==> config.mk <==
export PLATFORM = sky130hd
export DESIGN_NAME = fetch_entry_fifo
export DESIGN_NICKNAME = d
export VERILOG_FILES = /design/src/rtl/fetch_entry_fifo.sv
export SDC_FILE = /design/constraint.sdc
export NUM_CORES = 1
export LEC_CHECK = 0
export CAP_MARGIN = 20
export CORE_UTILIZATION = 50
export CTS_BUF_LIST = sky130_fd_sc_hd__clkbuf_8 sky130_fd_sc_hd__clkbuf_16
export CTS_CLUSTER_SIZE = 16
export DETAILED_ROUTE_END_ITERATION = 10
export GPL_TIMING_DRIVEN = 1
export HOLD_SLACK_MARGIN = 0.03
export PLACE_DENSITY = 0.73
export SLEW_MARGIN = 30
export SYNTH_ARGS = -nofsm -noshare
export SYNTH_HDL_FRONTEND = slang
export SYNTH_SLANG_ARGS = --single-unit
==> constraint.sdc <==
create_clock -name clk_i -period 30.4 [get_ports clk_i]
set_input_delay 6.08 -clock clk_i [delete_from_list [all_inputs] [get_ports clk_i]]
set_output_delay 6.08 -clock clk_i [all_outputs]
set_load 0.01 [all_outputs]
==> src/rtl/fetch_entry_fifo.sv <==
// Fetch-entry queue between frontend and id_stage; FETCH_FIFO_BYPASS_EN adds an empty-queue bypass.
// Latency: 1 cycle push-to-valid (0 with bypass on an empty queue); 1 entry/cycle each way.
// Backpressure: instr_ready_o drops when full (registered count only); head held while ready_i low.
module fetch_entry_fifo #(
  parameter int unsigned DEPTH = 4,
  parameter int unsigned VLEN  = 64,
  parameter int unsigned XLEN  = 64
) (
  input  logic                       clk_i,
  input  logic                       rst_i,
  input  logic                       flush_i,
  input  logic                       instr_valid_i,
  input  logic [VLEN-1:0]            instr_addr_i,
  input  logic [31:0]                instr_i,
  input  logic                       ex_valid_i,
  input  logic [XLEN-1:0]            ex_cause_i,
  output logic                       instr_ready_o,
  output logic                       fetch_entry_valid_o,
  output logic [VLEN-1:0]            fetch_entry_addr_o,
  output logic [31:0]                fetch_entry_instr_o,
  output logic                       fetch_entry_ex_valid_o,
  output logic [XLEN-1:0]            fetch_entry_ex_cause_o,
  input  logic                       fetch_entry_ready_i,
  output logic [$clog2(DEPTH):0]     count_o
);

  localparam int unsigned PW = $clog2(DEPTH);
  localparam int unsigned CW = PW + 1;

  typedef struct packed {
    logic [VLEN-1:0] addr;
    logic [31:0]     instr;
    logic            ex_valid;
    logic [XLEN-1:0] ex_cause;
  } entry_t;

  entry_t          mem [DEPTH];
  entry_t          in_entry;
  entry_t          head;
  logic [PW-1:0]   wr_ptr;
  logic [PW-1:0]   rd_ptr;
  logic [CW-1:0]   count;
  logic            empty;
  logic            full;
  logic            push;
  logic            store;
  logic            deq;

  assign in_entry = '{addr: instr_addr_i, instr: instr_i, ex_valid: ex_valid_i, ex_cause: ex_cause_i};

  assign empty = (count == '0);
  assign full  = (count == CW'(DEPTH));

  // Ready looks only at registered state, so a full queue refuses even when a pop coincides.
  assign instr_ready_o = !full && !rst_i;
  assign push          = instr_valid_i && instr_ready_o && !flush_i;

`ifdef FETCH_FIFO_BYPASS_EN
  logic bypass;

  assign bypass              = empty && push;
  assign fetch_entry_valid_o = (!empty || bypass) && !flush_i;
  assign head                = bypass ? in_entry : mem[rd_ptr];
  assign deq                 = fetch_entry_valid_o && fetch_entry_ready_i && !empty;
  // A bypassed entry taken by decode in the same cycle never touches storage.
  assign store               = push && !(bypass && fetch_entry_ready_i);
`else
  assign fetch_entry_valid_o = !empty && !flush_i;
  assign head                = mem[rd_ptr];
  assign deq                 = fetch_entry_valid_o && fetch_entry_ready_i;
  assign store               = push;
`endif

  assign fetch_entry_addr_o     = head.addr;
  assign fetch_entry_instr_o    = head.instr;
  assign fetch_entry_ex_valid_o = head.ex_valid;
  assign fetch_entry_ex_cause_o = head.ex_cause;
  assign count_o                = count;

  always_ff @(posedge clk_i or posedge rst_i) begin
    if (rst_i) begin
      wr_ptr <= '0;
      rd_ptr <= '0;
      count  <= '0;
      for (int i = 0; i < int'(DEPTH); i++) begin
        mem[i] <= '0;
      end
    end else if (flush_i) begin
      // Storage is left as-is; only the bookkeeping is discarded.
      wr_ptr <= '0;
      rd_ptr <= '0;
      count  <= '0;
    end else begin
      if (store) begin
        mem[wr_ptr] <= in_entry;
        wr_ptr      <= wr_ptr + 1'b1;
      end
      if (deq) begin
        rd_ptr <= rd_ptr + 1'b1;
      end
      case ({store, deq})
        2'b10:   count <= count + 1'b1;
        2'b01:   count <= count - 1'b1;
        default: count <= count;
      endcase
    end
  end

endmodule
==> run_results.csv <==
group,metric,value,unit
floorplanning,core_area,55300,um2
clock_tree,ctsRootBufferMaster,"clkbuf_16",
floorplanning,dieWidth,239,um
logic_synthesis,ys_seq_area_share,58.0,%
place,io_buffers,331,
sta,whs,0.483,ns
worst_setup_path,crit_top_cell,"clkdlybuf4s50_1",
logic_synthesis,synth.top_cell.area_share,58.0,%
global_routing,grt_pass1_wl,97900,um
cells_and_area,area_delta_synth_final,22.8,%
power,irDropWorstVdd,0.0628,mV
place,gp_congestion,0.739,
detailed_routing,drt-pass1-iter-count,4,
worst_setup_path,worstPathArrival,7.57,ns
logic_synthesis,synth_cell_types,28,
worst_setup_path,cp_slowest_cell,"clkdlybuf4s50_1",
clock_tree,numCtsBuffers,71,
sta,finalSetupTns,0,ns
detailed_routing,drt-total-wl,61100,um
cells_and_area,nFillCells,4098,
power,report.power.total,3.29,mW
power,p_per_area,95.5,nW/um2
run,maxCapViolations,0,
floorplanning,dieHeight,239,um
sta,fin_crit,13.65,ns
sta,slew_viol_final,0,
global_routing,grt_antenna_before_repair,10,
clock_tree,htreeDepth,3,
cells_and_area,layout_common_cells,"dfrtp_1, mux2_1, clkdlybuf4s50_1, mux2_2, mux4_2",
global_routing,grt_pass1_vias,17200,
clock_tree,clk_pin_slew_worst_paths,0.05,ns
clock_tree,post-cts-setup-buffers,0,
global_routing,track_usage,22.3,%
logic_synthesis,yosysWarnings,0,
detailed_routing,ant_nets,0,
floorplanning,start_util,50.8,%
logic_synthesis,synth_area_leaders,"dfrtp_1, mux2_1, mux4_2",
logic_synthesis,synthCells,1608,
clock_tree,clock_sinks,651,
global_routing,grt_max_degree,190,
detailed_routing,drt_iter0_drc,547,
worst_setup_path,crit_type,"in -> out",
min_path,holdCritPathClass,"reg -> reg",
worst_setup_path,path_delay_family,"buffers and inverters",
clock_tree,cts_tree,"built",
logic_synthesis,syn_avg_cell_area,17.5,um2
clock_tree,holdBufCountCts,0,
cells_and_area,drive_above_1_share,29.4,%
cells_and_area,multi_input_area,11200,um2
worst_setup_path,endpoint_kind,"output pin",
power,power_leakage,15.7,nW
logic_synthesis,synth_fp_nets,1779,
worst_setup_path,worst-path-buf-inv,2,
clock_tree,cts_resized,0,
detailed_routing,drc,0,
detailed_routing,vias_per_cell,5.59,
global_routing,grt_overflow,0,
sta,slew_headroom,39.4,%
worst_setup_path,max_stage_delay,0.68,ns
sta,finClkSkew,0.0227,ns
sta,worstMarginPinSlew,0.909,ns
clock_tree,clock_path_buffers,3,
clock_tree,clkLatencyLatePin,0.60,ns
floorplanning,die-area,57100,um2
cells_and_area,nets,2098,
worst_setup_path,crit_fanout,15,
detailed_routing,vias,15300,
sta,rsz0062_at_grt,"no",
sta,hold_viol,0,
logic_synthesis,ys_ff_latch,651,
worst_setup_path,start_kind,"input port",
logic_synthesis,syn_area,28100,um2
cells_and_area,seqCellArea,16300,um2
outcome,status,"finished clean",
worst_setup_path,critical_path_required,24.32,ns
worst_setup_path,cp_cell_sequence,"clkdlybuf4s50_1 -> nor2_1 -> clkdlybuf4s50_1",
logic_synthesis,yosysTopAreaCell,"dfrtp_1",
floorplanning,ios,332,
detailed_routing,wl_per_cell,22.4,um
place,place_hpwl,37000,um
floorplanning,row_count,86,
sta,setup_violations,0,
cells_and_area,final_common_cell,"dfrtp_1",
sta,post-route-period-util,44.9,%
sta,fmax,73.3,MHz
cells in the mapped netlist:
library cell	number
nand2_1	6
mux2_2	285
o31a_1	1
xor2_1	1
buf_4	40
a21oi_1	1
nand2b_1	3
buf_1	13
nor3_1	2
mux4_2	161
and3b_1	1
mux2_1	360
or4_1	1
nor2_1	9
xnor2_1	3
o21ai_0	2
inv_1	3
nand3_1	2
clkbuf_1	9
mux2i_1	2
buf_2	43
nor2b_1	1
dfrtp_1	651
nor3b_1	1
nor3_4	1
nor3b_2	1
ha_1	4
fa_1	1
registers in the layout, summed over array words and instances, names as in the netlist:
register / cells
mem: 644
count_o: 3
rd_ptr: 2
wr_ptr: 2
cell families (layout without fill, tap and decap cells):
family / after synthesis / in the layout / synth area share, %
compound gates: 4 / 4 / 0.0846
xor+xnor: 4 / 4 / 0.125
fa+ha+maj: 5 / 5 / 0.249
buf+inv: 108 / 481 / 2.17
flops: 651 / 651 / 58.0
mux: 808 / 808 / 38.8
other cells: 0 / 4 / 0
simple gates: 28 / 28 / 0.548
power by group:
| part | internal [mW] | leakage [nW] | total (mW) | switching [mW] |
|---|---|---|---|---|
| sequential | 1.13 | 8.47 | 1.27 | 0.140 |
| combinational | 0.704 | 5.99 | 1.14 | 0.436 |
| clock | 0.540 | 1.27 | 0.882 | 0.341 |
layer usage:
layer	up-vias	GRT usage, %	share of wire (%)
li1	6671	-	-
met1	8204	29.6	43
met2	290	35.1	48
met3	101	7.16	6.9
met4	14	6.31	1.9
met5	-	0	0.16
metrics by stage:
stage          worst slack (ns)  utilization (%)  area [um2]  cells
6_report                  16.75             62.4       34500   2733
5_1_grt                   16.69             62.4       34500   2731
4_1_cts                   16.73             62.3       34400   2727
3_5_place_dp              16.74             57.9       32000   2600
3_3_place_gp              16.73             57.8       32000   2599
2_1_floorplan              6.08                -       28100   1608
cell type report:
| cell class | count | area share [%] |
|---|---|---|
| antenna | 4 | 0.0290 |
| clock buffer | 87 | 5.88 |
| clock inverter | 40 | 1.16 |
| inverter | 3 | 0.0689 |
| multi-input combinational | 849 | 32.5 |
| sequential | 651 | 47.2 |
| tap | 748 | 2.71 |
| timing repair buffer | 351 | 10.4 |
worst paths after layout:
| path | startpoint | end | slack (ns) | cells after the start |
|---|---|---|---|---|
| setup / recovery | flush_i | fetch_entry_valid_o | 16.75 | 3 |
| hold / removal | mem[310] | mem[310] | 0.48 | 1 |
| setup reg to reg | count_o[2] | mem[284] | 26.81 | 6 |
| hold reg to reg | mem[310] | mem[310] | 0.48 | 1 |
| max in group asynchronous | rst_i | mem[537] | 22.21 | 5 |
| min in group asynchronous | rst_i | mem[597] | 6.01 | 2 |
No activity file was read; power rests on OpenSTA's default activity.
